$ cat src/rtl/top_level.sv
// Single-cycle 8-bit accumulator processor: instruction ROM (im1), register file (rf1), data memory (dm1).
// Optional build macro TRACE_EN prints one line per retired instruction.

module inst_rom #(
  parameter int    PC_W      = 8,
  parameter string PROG_FILE = "machine_code.txt"
) (
  input  logic [PC_W-1:0] addr,
  output logic [8:0]      data
);
  logic [8:0] core [2**PC_W];

  // Built-in milestone-2 image; an empty name leaves the image to be supplied externally.
  initial begin
    if (PROG_FILE != "") begin
      for (int unsigned i = 0; i < 2**PC_W; i++) core[i] = '0;
      core[0]  = 9'h100; core[1]  = 9'h011; core[2]  = 9'h081; core[3]  = 9'h012;
      core[4]  = 9'h101; core[5]  = 9'h013; core[6]  = 9'h083; core[7]  = 9'h032;
      core[8]  = 9'h091;
      core[9]  = 9'h103; core[10] = 9'h014; core[11] = 9'h084; core[12] = 9'h015;
      core[13] = 9'h104; core[14] = 9'h016; core[15] = 9'h086; core[16] = 9'h055;
      core[17] = 9'h017; core[18] = 9'h105; core[19] = 9'h018; core[20] = 9'h027;
      core[21] = 9'h098; core[22] = 9'h000;
    end
  end

  assign data = core[addr];
endmodule

module reg_file #(
  parameter int RF_DEPTH = 16
) (
  input  logic       clk,
  input  logic [3:0] raddr,
  output logic [7:0] rdata,
  output logic [7:0] acc,
  input  logic       we,
  input  logic [3:0] waddr,
  input  logic [7:0] wdata
);
  logic [7:0] core [RF_DEPTH];

  assign rdata = core[raddr];
  assign acc   = core[0];

  always_ff @(posedge clk) begin
    if (we) core[waddr] <= wdata;
  end
endmodule

module data_mem #(
  parameter int DM_DEPTH = 256
) (
  input  logic       clk,
  input  logic [7:0] raddr,
  output logic [7:0] rdata,
  input  logic       we,
  input  logic [7:0] waddr,
  input  logic [7:0] wdata
);
  logic [7:0] core [DM_DEPTH];

  assign rdata = core[raddr];

  always_ff @(posedge clk) begin
    if (we) core[waddr] <= wdata;
  end
endmodule

module top_level #(
  parameter int    PC_W      = 8,
  parameter int    RF_DEPTH  = 16,
  parameter int    DM_DEPTH  = 256,
  parameter string PROG_FILE = "machine_code.txt"
) (
  input  logic clk,
  input  logic reset,
  output logic done
);
  typedef enum logic {S_RUN, S_HALT} state_t;

  state_t          state, state_n;
  logic [PC_W-1:0] pc, pc_n;
  logic            carry, carry_n;
  logic [8:0]      inst;
  logic [3:0]      op, n;
  logic [7:0]      acc, rn, dm_rdata;
  logic [8:0]      sum;
  logic            rf_we, dm_we;
  logic [3:0]      rf_waddr;
  logic [7:0]      rf_wdata;

  inst_rom #(.PC_W(PC_W), .PROG_FILE(PROG_FILE)) im1 (
    .addr(pc), .data(inst)
  );

  // Writes are gated by reset so a reset cycle never disturbs preloaded memories.
  reg_file #(.RF_DEPTH(RF_DEPTH)) rf1 (
    .clk(clk), .raddr(n), .rdata(rn), .acc(acc),
    .we(rf_we & reset), .waddr(rf_waddr), .wdata(rf_wdata)
  );

  data_mem #(.DM_DEPTH(DM_DEPTH)) dm1 (
    .clk(clk), .raddr(rn), .rdata(dm_rdata),
    .we(dm_we & reset), .waddr(rn), .wdata(acc)
  );

  assign op   = inst[7:4];
  assign n    = inst[3:0];
  assign done = (state == S_HALT);

  always_ff @(posedge clk) begin
    if (!reset) begin
      state <= S_RUN;
      pc    <= '0;
      carry <= 1'b0;
    end else begin
      state <= state_n;
      pc    <= pc_n;
      carry <= carry_n;
    end
  end

  always_comb begin
    state_n  = state;
    pc_n     = pc + PC_W'(1);
    carry_n  = carry;
    rf_we    = 1'b0;
    rf_waddr = '0;
    rf_wdata = acc;
    dm_we    = 1'b0;
    sum      = '0;
    if (state == S_HALT) begin
      pc_n = pc;
    end else if (inst[8]) begin
      rf_we    = 1'b1;
      rf_wdata = inst[7:0];
    end else begin
      unique case (op)
        4'h0: begin
          state_n = S_HALT;
          pc_n    = pc;
        end
        4'h1: begin
          rf_we    = 1'b1;
          rf_waddr = n;
          rf_wdata = acc;
        end
        4'h2: begin
          rf_we    = 1'b1;
          rf_wdata = rn;
        end
        4'h3: begin
          sum      = {1'b0, acc} + {1'b0, rn};
          rf_we    = 1'b1;
          rf_wdata = sum[7:0];
          carry_n  = sum[8];
        end
        // Bit 8 of the 9-bit difference is the borrow out.
        4'h4: begin
          sum      = {1'b0, acc} - {1'b0, rn};
          rf_we    = 1'b1;
          rf_wdata = sum[7:0];
          carry_n  = sum[8];
        end
        4'h5: begin
          rf_we    = 1'b1;
          rf_wdata = acc & rn;
        end
        4'h6: begin
          rf_we    = 1'b1;
          rf_wdata = acc | rn;
        end
        4'h7: begin
          rf_we    = 1'b1;
          rf_wdata = acc ^ rn;
        end
        4'h8: begin
          rf_we    = 1'b1;
          rf_wdata = dm_rdata;
        end
        4'h9: dm_we = 1'b1;
        4'hA: begin
          rf_we    = 1'b1;
          rf_wdata = acc << rn[2:0];
        end
        4'hB: begin
          rf_we    = 1'b1;
          rf_wdata = acc >> rn[2:0];
        end
        4'hC: begin
          if (acc == 8'h00) pc_n = PC_W'(rn);
        end
        4'hD: pc_n = PC_W'(rn);
        default: ;
      endcase
    end
  end

`ifdef TRACE_EN
  always_ff @(posedge clk) begin
    if (reset && state == S_RUN)
      $display("%0t pc=%h inst=%b r0=%h rf_we=%b rf[%h]<=%h dm_we=%b dm[%h]<=%h",
               $time, pc, inst, acc, rf_we, rf_waddr, rf_wdata, dm_we, rn, acc);
  end
`endif
endmodule

$ cat config.mk
export PLATFORM = sky130hd
export DESIGN_NAME = top_level
export DESIGN_NICKNAME = d
export VERILOG_FILES = /design/src/rtl/top_level.sv
export SDC_FILE = /design/constraint.sdc
export NUM_CORES = 2
export LEC_CHECK = 0
export ABC_AREA = 1
export CORE_AREA = 2 2 568 570
export CTS_CLUSTER_SIZE = 28
export DETAILED_ROUTE_END_ITERATION = 7
export DIE_AREA = 0 0 570 572
export HOLD_SLACK_MARGIN = 0.03
export SYNTH_ARGS = -nofsm -noshare
export SYNTH_HDL_FRONTEND = slang
export SYNTH_MEMORY_MAX_BITS = 65536
export SYNTH_SLANG_ARGS = --single-unit
$ cat constraint.sdc
create_clock -name clk -period 20.2 [get_ports clk]
set_clock_uncertainty 0.1 [all_clocks]
set_input_delay 2.02 -clock clk [delete_from_list [all_inputs] [get_ports clk]]
set_output_delay 2.02 -clock clk [all_outputs]
set_load 0.05 [all_outputs]
Yosys cells after proc, flatten, opt, wreduce, memory -nomap -nowiden
Memories as Yosys holds them, arrays and structs flattened. A register that Yosys moved wholly into a read port is not among the register bits.
Cells that the tools add are included.
W data, S select, Z words.
{"block": "totals", "romBits": 2304, "ramBits": 2176, "regBits": 9, "elab_cells": 58, "mem_count": 3, "inputBits": 2, "output_inout_bits": 1}
{"block": "op_classes", "shift": 2, "add_sub_neg": 3, "bitwise": 6, "eq_ne": 14, "mux": 24, "reduce_logical": 4}
{"memory": "im1.core", "words": 256, "word_bits": 9, "rd": 1, "rd_clocked_by_memory_dff": 1, "wr": 0, "line_no": "11", "source": "logic [8:0] core [2**PC_W];"}
{"memory": "dm1.core", "words": 256, "word_bits": 8, "rd": 1, "rd_clocked_by_memory_dff": 0, "wr": 1, "line_no": "61", "source": "logic [7:0] core [DM_DEPTH];"}
{"memory": "rf1.core", "words": 16, "word_bits": 8, "rd": 2, "rd_clocked_by_memory_dff": 0, "wr": 1, "line_no": "41", "source": "logic [7:0] core [RF_DEPTH];"}
{"op": "$pmux W8 S9", "n": 1}
{"op": "$mux W8", "n": 6}
{"op": "$eq A4 B4 Y1 const B", "n": 6}
{"op": "$pmux W8 S3", "n": 1}
{"op": "$eq A4 B3 Y1 const B", "n": 4}
{"op": "$mux W1", "n": 13}
{"op": "$mux W4", "n": 3}
{"op": "$reduce_or A10 Y1", "n": 1}
{"op": "$add A8 B1 Y8 const B", "n": 1}
{"op": "$add A8 B8 Y8", "n": 1}
{"op": "$and A8 B8 Y8", "n": 1}
{"op": "$eq A4 B2 Y1 const B", "n": 2}
{"op": "$logic_not A8 Y1", "n": 1}
{"op": "$or A8 B8 Y8", "n": 1}
{"op": "$shl A8 B3 Y8", "n": 1}
{"op": "$shr A8 B3 Y8", "n": 1}
{"op": "$sub A8 B8 Y8", "n": 1}
{"op": "$xor A8 B8 Y8", "n": 1}
{"op": "$eq A4 B1 Y1 const B", "n": 1}
{"op": "$logic_not A4 Y1", "n": 1}
{"op": "$and A1 B1 Y1", "n": 2}
{"op": "$ne A2 B1 Y1 const B", "n": 1}
{"op": "$reduce_and A2 Y1", "n": 1}
{"op": "$not A1 Y1", "n": 1}

Depth between registers and ports, before layout
{"block": "logic_depth", "ltp_word": 8, "ltp_mapped": 36, "depth_no_buf": 30}

Modules after synthesis
Synthesis repeated with hierarchy kept, for this count alone.
{"block": "hier_totals", "hier_cells": 8092, "hier_area_um2": 91778.0}
{"mod": "data_mem", "area_per_inst_um2": 83236.1, "cells_per_inst": 6995, "seq_area_each_um2": 61499.0, "instances": 1}
{"mod": "reg_file", "area_per_inst_um2": 5610.4, "cells_per_inst": 544, "seq_area_each_um2": 3843.7, "instances": 1}
{"mod": "top_level", "area_per_inst_um2": 2527.4, "cells_per_inst": 474, "seq_area_each_um2": 180.2, "instances": 1}
{"mod": "inst_rom", "area_per_inst_um2": 404.1, "cells_per_inst": 79, "seq_area_each_um2": 0.0, "instances": 1}

Worst setup path before layout
OpenSTA, ideal clock, no wires.
{"block": "synth_timing", "path_type": "register -> register", "start": "mem rf1.core[0][1]", "end": "mem rf1.core[0][7] (data pin)", "required_time_ns": 19.776, "setup_time_ns": 0.324, "period_less_slack_ns": 8.002, "path_buffers": 4, "arrival_time_ns": 7.579, "path_stages_with_launch": 34, "slack_ns": 12.198, "path_cell_list": "edfxtp_1 -> inv_1 -> nand2_1 -> nand3_1 -> nand3_1 -> nand3_1 -> nand2_2 -> inv_2 -> buf_2 -> buf_2 -> buf_2 -> buf_2 -> ha_1 -> inv_1 -> nand2_1 -> xor2_1 -> ha_1 -> nand2_1 -> nor2_1 -> a211oi_1 -> nor2_1 -> nor2_1 -> o21bai_1 -> nand2_1 -> nand2_1 -> a21oi_1 -> xor2_1 -> a21oi_1 -> o21ai_0 -> nand4_1 -> inv_1 -> nand2_1 -> nand2_1 -> nand2_1"}
{"element": "from (decl)", "line_no": "41"}

Worst setup path in the final report
{"block": "layout_timing", "start": "reg im1.data[0] (netlist name)", "end": "mem rf1.core[4][2] (data pin)"}
{"block": "layout_via", "elab_chain_len": 5, "word_cells_on_any_way": 12, "cone_classes": "add/sub: 2; shift: 2; mux: 3; bitwise: 3; memory: 2"}
{"element": "$mem_v2 Z16 W8 (*)"}
{"element": "$mem_v2 Z256 W8, or another cell as far along"}
{"element": "$pmux W8 S9 (*)", "line_no": "139", "source": "unique case (op)"}
{"element": "$mux W8 (*)", "line_no": "135", "source": "end else if (inst[8]) begin"}
{"element": "$mux W8 (*)", "line_no": "133", "source": "if (state == S_HALT) begin"}
{"element": "via rf1.wdata[2]", "line_no": "39", "source": "input logic [7:0] wdata"}
The timed path passes the listed nets; every way through them passes the cells marked *.

==> impl.org <==
** Clock tree
- Hold-fix buffers, CTS :: 0
- The cell sitting at the root of the clock tree is a clkbuf_16.
- The number of clock buffers added by TritonCTS is 217.
- The clock net in this run drives a total of 2,194 sinks.
- Insertion delay to the later sink of the worst-skew pair :: 0.88 ns
- The number of gates resized after CTS was 0.
- Once the clock tree was built, the setup fixing pass inserted 0 buffers.
- The longest clock path from root to sink contains 3 buffers.
- Clock-pin slew was measured on the worst setup and hold paths at 0.06 ns.
- Htree depth :: 4
- Clock tree from TritonCTS :: yes

** Min path
- Capture endpoint of the worst hold path :: pc[1]
- The worst hold path belongs to the class flop to flop.
- Hold path start :: pc[1]
- Number of cells on the worst hold path :: 2

** Routing
- The first routing iteration left 7,718 violations.
- For this block, the routed nets add up to 267,000 um of wire.
- Count of TritonRoute iterations in the first routing pass :: 8
- Via density per instance :: 5.00
- Routed wirelength normalized by instance count :: 21.2 um
- The routed layout has 62,953 vias.
- Remaining antenna violation count :: 0
- Number of design rule violations left after detail routing :: 0

** Setup path
- The worst register-to-register path ends at rf1.core[4][2].
- In this run the worst path has a maximum fanout of 89.
- Worst R2R Setup Slack :: 11.00 ns
- The worst setup path is launched from a flop.
- The critical path in this run is classified as flop to flop.
- STA puts the critical path data required time at 20.68 ns.
- Number of cell instances on the worst register-to-register path :: 27
- The startpoint identified for the worst register-to-register timing path is im1.data[0].
- Data arrival at the endpoint of the critical path :: 9.68 ns
- Kind of end point of the critical path :: flop

** Floorplanning
- Total number of placement rows :: 208
- Die H :: 572 um
- Area enclosed by the die boundary :: 326,000 um^2
- The die is 570 um wide.
- The total area inside the core boundary comes to 320,000 um^2.
- Initial standard-cell utilization of the core :: 28.9%
- Top-Level Pins :: 3

** Final layout
- The area growth from synthesis to layout is 12.0%.
- Fillers :: 31,622
- Count of nets after finishing :: 8,247
- 0 antenna diodes ended up in the layout.
- The post-route netlist has 5.53% of its cells at a drive strength greater than 1.

** STA
- Adding up every negative setup slack in the final design gives 0 ns.
- Final critical-path setup slack :: 11.00 ns
- The hold violation total from the final report came to 0.
- The final critical path takes up 45.5% of the cycle.
- For the finished layout, the period the worst path requires is 9.20 ns.
- Slew HR :: 16.8%
- Setup repair after global routing missed its margin :: no
- FMAX :: 109 MHz
- Setup violations remaining at the end of the flow were counted as 0.
- Final slew viol count :: 0
- Transition time of the tightest slew-check pin :: 1.24 ns

** Global routing
- Overflow left after global routing :: 0
- The number of antenna violations at the first check in global routing is 7.
- Global-route wire length before repair :: 398,000 um
- Global-route usage over all layers :: 16.0%
- Largest net degree at the start of global routing :: 190
- The via count of the first global-routing pass was 60,685.

** Placed design
- The count of buffers added on input and output ports is 2.
- Detailed placer's ending HPWL :: 151,000 um
- Post-placement setup slack :: 11.27 ns
- Global placement routability congestion :: 0.871

** Power
- VDD sags by at most 0.153 mV.
- Static leakage :: 36.9 nW
- Power per standard cell area :: 163 nW/um^2

** Logic synthesis
- Post-Synthesis Mean Instance Area :: 11.0 um^2
- The synthesized design contains 2,194 register bits.
- Cells after synthesis :: 8,403
- After synthesis, flip-flops and latches occupy 71.1% of the total area.
- Number of distinct library cells after synthesis :: 49
- Of the post-synthesis cell area, the dominant cell type holds 70.7%.
- In the post-synthesis netlist, the biggest area contributors are edfxtp_1, nand2_1, nand3_1, nor2_1, buf_2.
- Yosys warnings :: 0
- Mapped cell area :: 92,400 um^2
- Largest area contributor in the netlist :: edfxtp_1
- Counting every net in the synthesized netlist gives 8,443.

** Run
- The tool flagged a number of max-cap violations equal to 0.

** Status
- The flow ran to the end, and the final reports show no timing, DRC or antenna violations.
==> cell type report <==
class	count	area (um^2)	share of cell area, %
well taps	4200	5260	5.08
clock inverters	154	1600	1.55
repair buffers	101	888	0.858
clock buffers	253	5610	5.42
inverters	177	687	0.663
flip-flops and latches	2194	65700	63.5
multi-input cells	5516	23800	23.0
==> state kept, by name (all words and copies together) (netlist names) <==
register and cells:
im1.data 9, done 1, dm1.core 2048, pc 8, rf1.core 128
==> per-stage QoR <==
stage / util [%] / std cells / power, mW / instance area [um^2] / hold slack [ns]
after global placement: 30.1 / 12188 / 12.7 / 96300 / 0.454
after global routing: 32.4 / 12595 / 17.7 / 104000 / 0.518
after CTS: 32.4 / 12595 / 16.8 / 104000 / 0.488
after floorplan: - / 8403 / 10.3 / 92400 / 0.438
final: 32.4 / 12595 / 16.9 / 104000 / 0.501
after detailed placement: 30.1 / 12188 / 12.7 / 96300 / 0.476
==> metal layers <==
layer / up-vias / global-route usage, % / wire [um]
li1: 28608 / - / -
met1: 30896 / 21.4 / 109000
met2: 2937 / 25.8 / 124000
met3: 508 / 2.53 / 22500
met4: 4 / 6.77 / 11400
met5: - / 0 / 22
==> synthesized netlist by cell type (all sizes together) <==
cell        n
a31oi       9
nand2    3042
a2111oi     1
a22oi       2
nor2      618
xnor2       1
o21ai     214
o22a        1
a211oi      2
o2111ai     5
o221ai     16
a41oi       1
nand4      41
xor2       11
buf       294
a32o        2
a21boi      1
o22ai       6
nand3    1407
fa          1
and2        3
or2         6
o311ai      1
o211ai     19
a22o        2
dfxtp      18
inv       174
o31ai       2
a21oi      34
nor4b       1
a221oi      2
clkinv      3
clkbuf    222
edfxtp   2176
nor3       15
nor4        6
o21bai      6
nand3b      1
ha         37
==> worst max-delay path by stage <==
stage	start	to	slack (ns)	cells after the start
after floorplan	rf1.core[0][1]	rf1.core[0][7]	12.20	33
after global placement	im1.data[0]	rf1.core[10][2]	11.30	27
after detailed placement	im1.data[0]	rf1.core[10][2]	11.27	27
after CTS	im1.data[0]	rf1.core[4][2]	11.23	27
after global routing	im1.data[0]	rf1.core[6][2]	10.44	27
final	im1.data[0]	rf1.core[4][2]	11.00	27
==> report_power, final <==
group	leakage [nW]	internal, mW	switching [mW]
registers	19.7	5.55	0.0377
logic	13.7	1.65	5.50
clock network	3.52	2.35	1.77
total	36.9	9.55	7.31
==> logic make-up after synthesis <==
| family | Yosys count | synth area share (%) |
|---|---|---|
| xor+xnor | 12 | 0.114 |
| buf+inv | 693 | 3.27 |
| compound gates | 326 | 2.00 |
| flops | 2194 | 71.1 |
| fa+ha+maj | 38 | 0.523 |
| simple gates | 5140 | 23.0 |
==> critical path, cell delays in order (launching register included) <==
cell,delay [ns]
dfxtp_2,0.31
buf_4,0.50
inv_4,0.41
nand2_1,0.16
nand3_1,0.08
nand3_1,0.18
nand3_4,0.68
nand2_8,0.77
buf_4,0.63
buf_4,0.67
buf_4,0.84
buf_4,0.88
nand2_1,0.13
nand3_1,0.11
nand2_1,0.07
nand2_1,0.08
nand2_1,0.11
nor2_1,0.23
nor2_1,0.07
nor2_1,0.19
nand2_1,0.08
nand2_1,0.07
nand3_1,0.07
o21bai_1,0.58
nand2_1,0.11
nand2_1,0.10
nand2_1,0.06
nand2_1,0.43
==> cell usage in the layout (no fill, tap or decap), types with 17 or more instances in the layout <==
cell type,Yosys,final
nand3_1,1405,1405
nand4_1,41,41
nand2_2,6,20
ha_1,37,37
o21ai_0,186,186
clkbuf_1,222,34
dfxtp_1,18,17
o211ai_1,19,19
buf_4,32,89
o21ai_1,28,28
bufinv_16,0,28
edfxtp_1,2176,2176
clkinv_1,3,58
a21oi_1,34,34
nand2_1,3036,3020
inv_1,164,164
clkbuf_16,0,219
clkinv_2,0,46
nor2_1,613,612
Power figures use the tool's default switching activity.
